===== config.mk =====
export PLATFORM = sky130hd
export DESIGN_NAME = instr_fetch_queue_flat
export DESIGN_NICKNAME = d
export VERILOG_FILES = /design/src/rtl/instr_fetch_queue_if.sv /design/src/rtl/instr_fetch_queue.sv /design/src/flat_wrapper.sv
export SDC_FILE = /design/constraint.sdc
export NUM_CORES = 1
export LEC_CHECK = 0
export ABC_AREA = 0
export CAP_MARGIN = 5
export CORE_MARGIN = 3
export CORE_UTILIZATION = 59
export CTS_BUF_LIST = sky130_fd_sc_hd__clkbuf_4
export DETAILED_ROUTE_END_ITERATION = 7
export DONT_BUFFER_PORTS = 1
export GPL_ROUTABILITY_DRIVEN = 1
export PLACE_DENSITY = 0.78
export SLEW_MARGIN = 20
export SYNTH_ARGS = -nofsm -noshare
export SYNTH_HDL_FRONTEND = slang
export SYNTH_SLANG_ARGS = --single-unit

===== constraint.sdc =====
create_clock -name clk -period 6.3 [get_ports clk]
set_input_delay 1.89 -clock clk [delete_from_list [all_inputs] [get_ports clk]]
set_output_delay 1.89 -clock clk [all_outputs]
set_load 0.02 [all_outputs]

===== src/rtl/instr_fetch_queue_if.sv =====
//============================================================================
// Module   : instr_fetch_queue_if
// Desc     : Fetch-stage bundle: instruction-memory req/ack, decode pop
//            handshake and redirect/fault signalling.
// Revision : 1.0 - initial release
//============================================================================
`default_nettype none

interface instr_fetch_queue_if;
    logic        mem_req;
    logic [31:0] mem_addr;
    logic        mem_ack;
    logic [31:0] mem_rdata;
    logic        instr_valid;
    logic [31:0] instr;
    logic [31:0] instr_pc;
    logic        instr_ready;
    logic        redirect;
    logic [31:0] redirect_pc;
    logic        fault;

    // Fetch unit side
    modport master (
        output mem_req, mem_addr, instr_valid, instr, instr_pc, fault,
        input  mem_ack, mem_rdata, instr_ready, redirect, redirect_pc
    );

    // Memory / decode / control side
    modport slave (
        input  mem_req, mem_addr, instr_valid, instr, instr_pc, fault,
        output mem_ack, mem_rdata, instr_ready, redirect, redirect_pc
    );
endinterface

`default_nettype wire


===== src/rtl/instr_fetch_queue.sv =====
//============================================================================
// Module   : instr_fetch_queue
// Desc     : Owns the fetch PC, issues word reads over req/ack and buffers
//            {instr, pc} in a small prefetch FIFO popped by decode.
// Revision : 1.0 - initial release
//============================================================================
`default_nettype none

module instr_fetch_queue #(
    parameter logic [31:0] RESET_PC = 32'h0000_0000,
    parameter int          DEPTH    = 2
) (
    input  logic                clk,
    input  logic                rst,
    instr_fetch_queue_if.master bus
);

    localparam int c_PW = $clog2(DEPTH);
    localparam int c_CW = c_PW + 1;
    localparam logic [c_CW-1:0] c_DEPTH_CNT = c_CW'(DEPTH);

    localparam logic [1:0] c_IDLE  = 2'd0;
    localparam logic [1:0] c_REQ   = 2'd1;
    localparam logic [1:0] c_FAULT = 2'd2;

    // Registered state
    logic [1:0]      r_state;
    logic            r_mem_req;
    logic [31:0]     r_mem_addr;
    logic [31:0]     r_fetch_pc;
    logic            r_drop;
    logic            r_fault;
    logic            r_instr_valid;
    logic [31:0]     r_instr;
    logic [31:0]     r_instr_pc;
    logic [c_CW-1:0] r_count;
    logic [c_PW-1:0] r_rd_ptr;
    logic [c_PW-1:0] r_wr_ptr;
    logic [31:0]     r_buf_instr [DEPTH];
    logic [31:0]     r_buf_pc    [DEPTH];

    // Next-state
    logic            w_in_fault;
    logic            w_ack;
    logic            w_pop;
    logic            w_redir;
    logic            w_misaligned;
    logic            w_push;
    logic            w_slot_free;
    logic [c_CW-1:0] w_count_after_pop;
    logic [c_CW-1:0] w_count_next;
    logic [c_PW-1:0] w_rd_ptr_next;
    logic [c_PW-1:0] w_wr_ptr_next;
    logic [31:0]     w_fetch_pc_next;
    logic            w_drop_next;
    logic            w_fault_next;
    logic [1:0]      w_state_next;
    logic            w_mem_req_next;
    logic [31:0]     w_mem_addr_next;
    logic            w_instr_valid_next;
    logic [31:0]     w_instr_next;
    logic [31:0]     w_instr_pc_next;

    always_comb begin
        w_in_fault   = (r_state == c_FAULT);
        w_ack        = r_mem_req & bus.mem_ack;
        w_pop        = r_instr_valid & bus.instr_ready;
        w_redir      = bus.redirect & ~w_in_fault;
        w_misaligned = (bus.redirect_pc[1:0] != 2'b00);
        // Acked data is kept only for a live, non-stale request
        w_push       = w_ack & ~r_drop & ~w_redir & ~w_in_fault;
        w_slot_free  = ~r_mem_req | w_ack;

        w_count_after_pop = r_count - c_CW'(w_pop);
        if (w_redir) begin
            w_count_next  = '0;
            w_rd_ptr_next = '0;
            w_wr_ptr_next = '0;
        end else begin
            w_count_next  = w_count_after_pop + c_CW'(w_push);
            w_rd_ptr_next = r_rd_ptr + c_PW'(w_pop);
            w_wr_ptr_next = r_wr_ptr + c_PW'(w_push);
        end

        if (w_redir & ~w_misaligned) begin
            w_fetch_pc_next = bus.redirect_pc;
        end else if (w_push) begin
            w_fetch_pc_next = r_mem_addr + 32'd4;
        end else begin
            w_fetch_pc_next = r_fetch_pc;
        end

        // An unacked request at redirect time becomes stale until its ack
        if (w_redir & r_mem_req & ~w_ack) begin
            w_drop_next = 1'b1;
        end else if (w_ack) begin
            w_drop_next = 1'b0;
        end else begin
            w_drop_next = r_drop;
        end

        w_fault_next = r_fault | (w_redir & w_misaligned);

        w_state_next    = r_state;
        w_mem_req_next  = r_mem_req;
        w_mem_addr_next = r_mem_addr;
        if (w_in_fault | (w_redir & w_misaligned)) begin
            // Let an outstanding request finish, then stay quiet
            w_state_next   = c_FAULT;
            w_mem_req_next = r_mem_req & ~w_ack;
        end else if (w_slot_free) begin
            if (w_count_next < c_DEPTH_CNT) begin
                w_state_next    = c_REQ;
                w_mem_req_next  = 1'b1;
                w_mem_addr_next = w_fetch_pc_next;
            end else begin
                w_state_next   = c_IDLE;
                w_mem_req_next = 1'b0;
            end
        end

        // Head register tracks the entry that will sit at the read pointer
        w_instr_valid_next = (w_count_next != '0);
        w_instr_next       = r_instr;
        w_instr_pc_next    = r_instr_pc;
        if (w_instr_valid_next) begin
            if (w_push && (w_count_after_pop == '0)) begin
                w_instr_next    = bus.mem_rdata;
                w_instr_pc_next = r_mem_addr;
            end else begin
                w_instr_next    = r_buf_instr[w_rd_ptr_next];
                w_instr_pc_next = r_buf_pc[w_rd_ptr_next];
            end
        end
    end

    always_ff @(posedge clk) begin
        if (rst) begin
            r_state       <= c_IDLE;
            r_mem_req     <= 1'b0;
            r_mem_addr    <= RESET_PC;
            r_fetch_pc    <= RESET_PC;
            r_drop        <= 1'b0;
            r_fault       <= 1'b0;
            r_instr_valid <= 1'b0;
            r_instr       <= '0;
            r_instr_pc    <= '0;
            r_count       <= '0;
            r_rd_ptr      <= '0;
            r_wr_ptr      <= '0;
        end else begin
            r_state       <= w_state_next;
            r_mem_req     <= w_mem_req_next;
            r_mem_addr    <= w_mem_addr_next;
            r_fetch_pc    <= w_fetch_pc_next;
            r_drop        <= w_drop_next;
            r_fault       <= w_fault_next;
            r_instr_valid <= w_instr_valid_next;
            r_instr       <= w_instr_next;
            r_instr_pc    <= w_instr_pc_next;
            r_count       <= w_count_next;
            r_rd_ptr      <= w_rd_ptr_next;
            r_wr_ptr      <= w_wr_ptr_next;
        end
    end

    // Storage needs no reset: entries are only read once written
    always_ff @(posedge clk) begin
        if (!rst && w_push) begin
            r_buf_instr[r_wr_ptr] <= bus.mem_rdata;
            r_buf_pc[r_wr_ptr]    <= r_mem_addr;
        end
    end

    assign bus.mem_req     = r_mem_req;
    assign bus.mem_addr    = r_mem_addr;
    assign bus.instr_valid = r_instr_valid;
    assign bus.instr       = r_instr;
    assign bus.instr_pc    = r_instr_pc;
    assign bus.fault       = r_fault;

endmodule

`default_nettype wire


===== src/flat_wrapper.sv =====
// flat-port wrapper written by rule: the top's interface ports become plain ports
module instr_fetch_queue_flat 
#(
    parameter logic [31:0] RESET_PC = 32'h0000_0000,
    parameter int          DEPTH    = 2
)
  (clk, rst, bus_mem_req, bus_mem_addr, bus_instr_valid, bus_instr, bus_instr_pc, bus_fault, bus_mem_ack, bus_mem_rdata, bus_instr_ready, bus_redirect, bus_redirect_pc);
  instr_fetch_queue_if bus_i ();
  input  logic clk;
  input  logic rst;
  output wire logic [$bits(bus_i.mem_req)-1:0] bus_mem_req;
  output wire logic [$bits(bus_i.mem_addr)-1:0] bus_mem_addr;
  output wire logic [$bits(bus_i.instr_valid)-1:0] bus_instr_valid;
  output wire logic [$bits(bus_i.instr)-1:0] bus_instr;
  output wire logic [$bits(bus_i.instr_pc)-1:0] bus_instr_pc;
  output wire logic [$bits(bus_i.fault)-1:0] bus_fault;
  input wire logic [$bits(bus_i.mem_ack)-1:0] bus_mem_ack;
  input wire logic [$bits(bus_i.mem_rdata)-1:0] bus_mem_rdata;
  input wire logic [$bits(bus_i.instr_ready)-1:0] bus_instr_ready;
  input wire logic [$bits(bus_i.redirect)-1:0] bus_redirect;
  input wire logic [$bits(bus_i.redirect_pc)-1:0] bus_redirect_pc;
  assign bus_mem_req = bus_i.mem_req;
  assign bus_mem_addr = bus_i.mem_addr;
  assign bus_instr_valid = bus_i.instr_valid;
  assign bus_instr = bus_i.instr;
  assign bus_instr_pc = bus_i.instr_pc;
  assign bus_fault = bus_i.fault;
  assign bus_i.mem_ack = bus_mem_ack;
  assign bus_i.mem_rdata = bus_mem_rdata;
  assign bus_i.instr_ready = bus_instr_ready;
  assign bus_i.redirect = bus_redirect;
  assign bus_i.redirect_pc = bus_redirect_pc;
  instr_fetch_queue #(.RESET_PC(RESET_PC), .DEPTH(DEPTH)) u_core (.clk(clk), .rst(rst), .bus(bus_i));
endmodule

==> metrics.md, run 1 <==
| Metric | Value |
|---|---|
| Commonest cells in the netlist | dfxtp_1, edfxtp_1, nand2_1 |
| CP endpoint | u_core.bus.instr_pc[26] |
| Dpl hpwl | 16710 µm |
| Post-CTS setup buffer count | 0 |
| Die Wd | 143.2 µm |
| Most frequent cell after synthesis | dfxtp_1 |
| Placed instance area | 0.01129 mm² |
| Fraction of synthesized area in multiplexers | 0.07212 |
| Hold buffers post-CTS | 0 |
| Area contributors post-synth | edfxtp_1, dfxtp_1, mux2i_1 |
| Wirelength, routed | 26340 µm |
| Yosys top cell area share | 0.3462 |
| Wirelength per Cell | 21.17 µm |
| Pin count of the biggest net entering global routing | 80 |
| Yosys reg bits | 266 |
| Final Cell Area | 0.01223 mm² |
| Final period util | 0.6574 |
| Number of flops mapped to enable cells by yosys | 128 |
| Clk sink count | 266 |
| Worst-skew pair later-pin latency | 670 ps |
| Post-Place Cells | 1118 |
| Adder-Cell Fraction of Synth Area | 0.003381 |
| CP startpoint | bus_redirect |
| Port Buffers | 0 |
| Worst Setup End Kind | flop |
| GRT Total Usage | 0.2546 |
| Util after Layout | 0.6716 |
| First-pass detailed-route iteration total | 5 |
| Post-synthesis xor/xnor area fraction | 0.02028 |
| Final total power | 3.769 mW |
| Post-Syn Area per Cell | 11.72 µm² |
| Total congestion overflow | 0 |
| Remaining DRCs | 0 |
| Synth Flop Type | dfxtp_1 |
| Cell Area, Synth | 0.01110 mm² |
| CTS clk-pin slew, worst paths | 70 ps |
| Reg2reg end | u_core.bus.instr_pc[26] |
| R2r worst-path depth | 9 |
| Root buf cell | clkbuf_4 |
| Hold_ws | 470.6 ps |
| Fin Clk Skew | 41.45 ps |
| Remaining antenna violation count | 0 |
| Max incr delay on CP | 560 ps |
| Async set-reset flop share out of synthesis | 0 |
| Largest family of logic cells by synthesized area | compound AO/OA/AOI/OAI gates |
| Core Footprint | 0.01821 mm² |
| Simple-Gate Fraction of Synth Area | 0.1067 |
| Initial antenna violation count | 2 |
| Setup TNS | 0 ps |
| Starting Density | 0.6098 |
| CP Cell Sequence | and4bb_2 -> nand2_1 -> clkinv_1 -> ha_1 -> xor3_1 -> o21a_1 -> nor2_4 -> buf_4 -> a22o_1 |
| Via/cell ratio | 6.341 |
| CTS Buffer Depth | 3 |
| Top-level I/O count | 168 |
| Mapped Cells | 947 |
| Fin crit period | 4142 ps |
| Post-CTS sizing | 0 |
| Mapped Nets | 1019 |
| Slowest CP cell | buf_4 |
| PD cells | 308.2 mW/mm² |
| Cts bufs inserted | 69 |
| Final worst slack | 2158 ps |
| Final std cells w/o fill | 1244 |
| Fill count | 1356 |
| FF-to-FF setup slack | 2830 ps |
| Number of H-tree levels | 3 |
| Status | completed |
| Slew HR | 0.3364 |
| Area of the multi-input gates | 0.004184 mm² |
| FP Rows | 49 |
| Least-Margin Pin Slew | 993.0 ps |
| Initial DRC count | 650 |
| CTS tree | built |
| Final #Nets | 1032 |
| Worst-path fanout max | 48 |
| First-pass GRT wire length | 40940 µm |
| Vias in the first global route | 7674 |
| Crit path kind | in2reg |
| Gpl congestion | 0.8731 |
| Worst min path class | reg2reg |
| Synth-to-layout area growth | 10.14% |
| Dpl ws | 1551 ps |
| Yosys top cell by area | edfxtp_1 |
| Worst EP required | 6880 ps |
| Max-cap viol count | 0 |
| Endpoints failing setup | 0 |
| Die Span Y | 143.2 µm |
| Via count | 7888 |
| VDD IR-drop max | 0.0001638 V |
| Worst Path Buf+Inv | 2 |
| Final hold vios | 0 |
| Synth Area in Compound Gates | 0.1687 |
| Crit. path cell count | 9 |
| Leakage | 4.376 nW |
| Worst setup SP type | input port |
| Unrepaired setup endpoints after global routing | no |
| YS warnings | 0 |
| Largest delay share family, worst path | buffers and inverters |
| FF-to-FF Start | u_core.r_state[0] |
| Max-slew violations | 0 |
| Seq/Total Area, Yosys | 0.5950 |
| Reg area | 0.006606 mm² |
| Crit path DAT | 4720 ps |
| Fmax achieved | 0.2414 GHz |
| Share of cells above drive strength 1 | 0.1400 |
| Cell variety after synth | 59 |
| Die Footprint | 0.02050 mm² |
## area by class of cell
| class | instances | area share |
|---|---|---|
| Tap cell | 229 | 0.02343 |
| Clock buffer | 108 | 0.06630 |
| Inverter | 22 | 0.006753 |
| Sequential cell | 266 | 0.5402 |
| Antenna cell | 1 | 0.0002046 |
| Clock inverter | 17 | 0.009617 |
| Timing Repair Buffer | 13 | 0.01136 |
| Multi-Input combinational cell | 588 | 0.3421 |
## placed cells by master (no fill, tap or decap), drive strengths merged, types with 6 or more instances in the layout
cell type,instances
dfxtp,138
edfxtp,128
clkbuf,108
nand2,82
mux2i,80
a22o,64
o21a,58
nor2,42
a21oi,38
inv,22
xnor2,19
nand3,19
nand4,17
clkinv,15
nor3,13
buf,13
and4,12
o21ai,12
o32ai,11
a211oi,11
a31oi,9
o31a,8
a311oi,8
o22ai,7
nor4,7
nand2b,6
and2,6
and3,6
or4,6
## power breakdown
group | internal, mW | switching [mW]
Clock | 0.861 | 0.666
Sequential | 1.87 | 0.127
Combinational | 0.0988 | 0.143
Total | 2.83 | 0.936
## cells by family after synthesis
logic type,count (synthesis)
AOI/OAI and AO/OA,250
muxes,80
adders and majority gates,3
DFF,266
buffers and inverters,93
xor gates and xnor gates,24
and+or+nand+nor,231
## flip-flops by register name, indices dropped and copies added, names as in the netlist, 2 cells and up
register and cells:
u_core.r_fetch_pc 32, u_core.r_buf_instr 64, u_core.r_state 2, u_core.r_buf_pc 64
u_core.bus.mem_addr 32, u_core.bus.instr_pc 32, u_core.bus.instr 32, u_core.r_count 2
## worst register-to-register path, stage by stage (launching register included)
cell,delay [ps]
dfxtp_1,320
nand2b_1,410
nand2_1,210
clkinv_1,330
ha_1,340
xor3_1,300
o21a_1,270
nor2_4,370
buf_4,570
a22o_1,280
## layer usage
layer  GRT usage  share of wire
met2      0.3890           0.46
met5           0        0.00076
met1      0.3321           0.42
met3     0.09578          0.097
met4     0.09755          0.026
## how the worst min path moves through the flow
stage	startpoint	to	slack [ps]	cells after the start
floorplan	u_core.r_state[1]	u_core.r_state[1]	450	2
global placement	u_core.r_fetch_pc[0]	u_core.bus.mem_addr[0]	450	2
detailed placement	u_core.r_state[1]	u_core.r_state[1]	470	2
CTS	u_core.r_state[1]	u_core.r_state[1]	480	2
global route	u_core.r_fetch_pc[0]	u_core.bus.mem_addr[0]	500	2
finish	u_core.r_fetch_pc[1]	u_core.bus.mem_addr[1]	470	2
Power figures use the tool's default switching activity.
==> run 2: changes to the inputs <==
==> constraint.sdc (replaced) <==
create_clock -name clk -period 3.5 [get_ports clk]
set_input_delay 1.05 -clock clk [delete_from_list [all_inputs] [get_ports clk]]
set_output_delay 1.05 -clock clk [all_outputs]
set_load 0.02 [all_outputs]
==> run 2 against run 1 <==
Net effect:
- clock skew decreased by 7.9 ps
- cell area rose by 1.8%
- die area did not move
- critical path depth is the same
- first-iteration DRC count shrank 9.2%
- global-route usage barely moved
- non-clock buffer count rose by 23
- register-to-register slack lost 2000 ps
- critical path type is now reg2reg
- largest power group unchanged
- highest routed layer unchanged
==> metrics.md, run 2 (synthesis gave the netlist of run 1 again) <==
| Metric | Value |
|---|---|
| Worst setup SP type | flop (was input port) |
| Clock share of power | 0.405 (about the same) |
| Port Buffers | 0 (unchanged) |
| Worst min path class | in2reg (was reg2reg) |
| Via count | 7929 (was 7888) |
| Unrepaired setup endpoints after global routing | no (unchanged) |
| Worst-skew pair later-pin latency | 660 ps (was 670 ps) |
| Seq pwr share | 0.521 (was 0.531) |
| CP Cell Sequence | and2_1 -> ha_1 -> inv_1 -> ha_1 -> xor3_2 -> a2111oi_4 -> buf_4 -> nor2_1 -> a311oi_1 (was and4bb_2 -> nand2_1 -> clkinv_1 -> ha_1 -> xor3_1 -> o21a_1 -> nor2_4 -> buf_4 -> a22o_1) |
| First-pass GRT wire length | 41150 µm (was 40940 µm) |
| Area of the multi-input gates | 0.004188 mm² (was 0.004184 mm²) |
| Vias in the first global route | 7903 (was 7674) |
| Die Footprint | 0.02050 mm² (unchanged) |
| VDD IR-drop max | 0.0003654 V (was 0.0001638 V) |
| Internal Power | 5.118 mW (was 2.832 mW) |
| Final #Nets | 1054 (was 1032) |
| Post-CTS sizing | 0 (unchanged) |
| Worst Setup End Kind | flop (unchanged) |
| CTS tree | built (unchanged) |
| Crit path DAT | 3210 ps (was 4720 ps) |
| Core Footprint | 0.01821 mm² (unchanged) |
| Final period util | 0.7619 |
| Clk sink count | 266 (unchanged) |
| Most frequent cell on the critical path | ha_1 |
| Wirelength per Cell | 20.74 µm (was 21.17 µm) |
| Fin Clk Skew | 33.50 ps (was 41.45 ps) |
| GRT Total Usage | 0.2550 (was 0.2546) |
| Worst EP required | 4050 ps (was 6880 ps) |
| Post-CTS setup buffer count | 0 (unchanged) |
| Gpl congestion | 0.8961 (was 0.8731) |
| Initial antenna violation count | 3 (was 2) |
| Via/cell ratio | 6.273 (was 6.341) |
| Wirelength, routed | 26220 µm (was 26340 µm) |
| Status | completed (unchanged) |
| Root buf cell | clkbuf_4 (unchanged) |
| Final hold vios | 0 (unchanged) |
| Slew HR | 0.4343 (was 0.3364) |
| Endpoints failing setup | 0 (unchanged) |
| Max-slew violations | 0 (unchanged) |
| Synth-to-layout area growth | 12.08% (was 10.14%) |
| Worst-path fanout max | 32 (was 48) |
| Largest delay share family, worst path | compound AO/OA/AOI/OAI gates (was buffers and inverters) |
| Net Sw Frac | 0.2494 (was 0.2484) |
| Total congestion overflow | 0 (unchanged) |
| Initial DRC count | 590 (was 650) |
| Worst Path Buf+Inv | 2 (unchanged) |
| Cts bufs inserted | 68 (was 69) |
| Most frequent cells in the layout | dfxtp_1, edfxtp_1, clkbuf_4, nand2_1, mux2i_1 (unchanged) |
| Combinational share of power | 0.074 (was 0.064) |
| Die Wd | 143.2 µm (unchanged) |
| Max-cap viol count | 0 (unchanged) |
| Reg area | 0.006606 mm² (unchanged) |
| Share of cells above drive strength 1 | 0.1654 (was 0.1400) |
| Top Registers | u_core.r_buf_instr x64, u_core.r_buf_pc x64 (unchanged) |
| Crit path kind | reg2reg (was in2reg) |
| Slowest CP cell | dfxtp_1 (was buf_4) |
| Leakage | 4.517 nW (was 4.376 nW) |
| Die Span Y | 143.2 µm (unchanged) |
| First-pass detailed-route iteration total | 5 (unchanged) |
| Fmax achieved | 0.3750 GHz |
| Dpl ws | 289.6 ps (was 1551 ps) |
| Hold buffers post-CTS | 0 (unchanged) |
| CTS Buffer Depth | 3 (unchanged) |
| Remaining DRCs | 0 (unchanged) |
| Least-Margin Pin Slew | 841.6 ps (was 993.0 ps) |
| Top-level I/O count | 168 (unchanged) |
| Fill count | 1380 (was 1356) |
| P_sw | 1.701 mW (was 0.9363 mW) |
| Starting Density | 0.6098 (unchanged) |
| FP Rows | 49 (unchanged) |
| CTS clk-pin slew, worst paths | 70 ps (about the same) |
| Pin count of the biggest net entering global routing | 116 (was 80) |
| Final total power | 6.819 mW (was 3.769 mW) |
| Remaining antenna violation count | 0 (unchanged) |
| Number of H-tree levels | 3 (unchanged) |
| PD cells | 548.0 mW/mm² (was 308.2 mW/mm²) |
| Max incr delay on CP | 490 ps (was 560 ps) |
| Commonest non-fill, non-tap cell in the layout | dfxtp_1 (unchanged) |
| Final worst slack | 833.4 ps (was 2158 ps) |
| Fin crit period | 2667 ps |
| Dpl hpwl | 16350 µm (was 16710 µm) |
run 2: cell count changes in the layout (fill, tap and decap cells not counted), moves of 3 or more:
cell	delta
buf_4	+20
clkinv_1	-7
buf_12	+4
clkinv_2	+3
run 2: metrics by stage:
| stage | area [µm²] | hold WS [ps] | std cells | utilization | TNS, ps |
|---|---|---|---|---|---|
| 2_1_floorplan | 11140 | 445.2 | 947 | - | -65030 |
| 4_1_cts | 12440 | 410.1 | 1263 | 0.6833 | 0 |
| 3_5_place_dp | 11520 | 456.5 | 1141 | 0.6328 | 0 |
| 6_report | 12440 | 463.0 | 1264 | 0.6834 | 0 |
| 3_3_place_gp | 11520 | 448.3 | 1141 | 0.6328 | 0 |
| 5_1_grt | 12440 | 418.2 | 1264 | 0.6834 | 0 |
run 2: power by group through the flow:
stage               Combinational (mW)  Clock [mW]  Sequential (mW)
finish                           0.508        2.76             3.55
global route                     0.558        3.00             3.56
CTS                              0.508        2.82             3.55
detailed placement               0.504           0             3.62
global placement                 0.492           0             3.61
floorplan                        0.381           0             3.60
run 2: area by class of cell:
class                   count  share of cell area
flip-flops and latches    266              0.5309
multi-input cells         588              0.3365
inverters                  22            0.006736
clock buffers             108             0.06515
well taps                 229             0.02302
clock inverters            14            0.008747
repair buffers             36             0.02876
diodes                      1           0.0002011
run 2: final timing paths:
check	startpoint	endpoint	slack [ps]	depth (start not counted)
setup / recovery	u_core.bus.instr_valid	u_core.bus.mem_addr[8]	830	9
hold / removal	rst	u_core.r_fetch_pc[2]	460	1
setup reg to reg	u_core.bus.instr_valid	u_core.bus.mem_addr[8]	830	9
hold reg to reg	u_core.r_state[1]	u_core.r_state[1]	460	2
run 2: routing by layer:
layer	up-vias	global-route usage	wire, µm
met3	59	0.09277	2559
met5	-	0	40
met1	3823	0.3278	10920
met4	4	0.1041	663
met2	345	0.3944	12040
li1	3698	-	-
run 2: worst register-to-register path: cells and delay by family (launching register included):
| kind | cells | cell delay, ps |
|---|---|---|
| AO/OA/AOI/OAI | 2 | 610 |
| XOR/XNOR | 1 | 330 |
| adder cells (fa/ha/maj) | 2 | 400 |
| buffers and inverters | 2 | 470 |
| flip-flops | 1 | 490 |
| AND/OR/NAND/NOR | 2 | 270 |
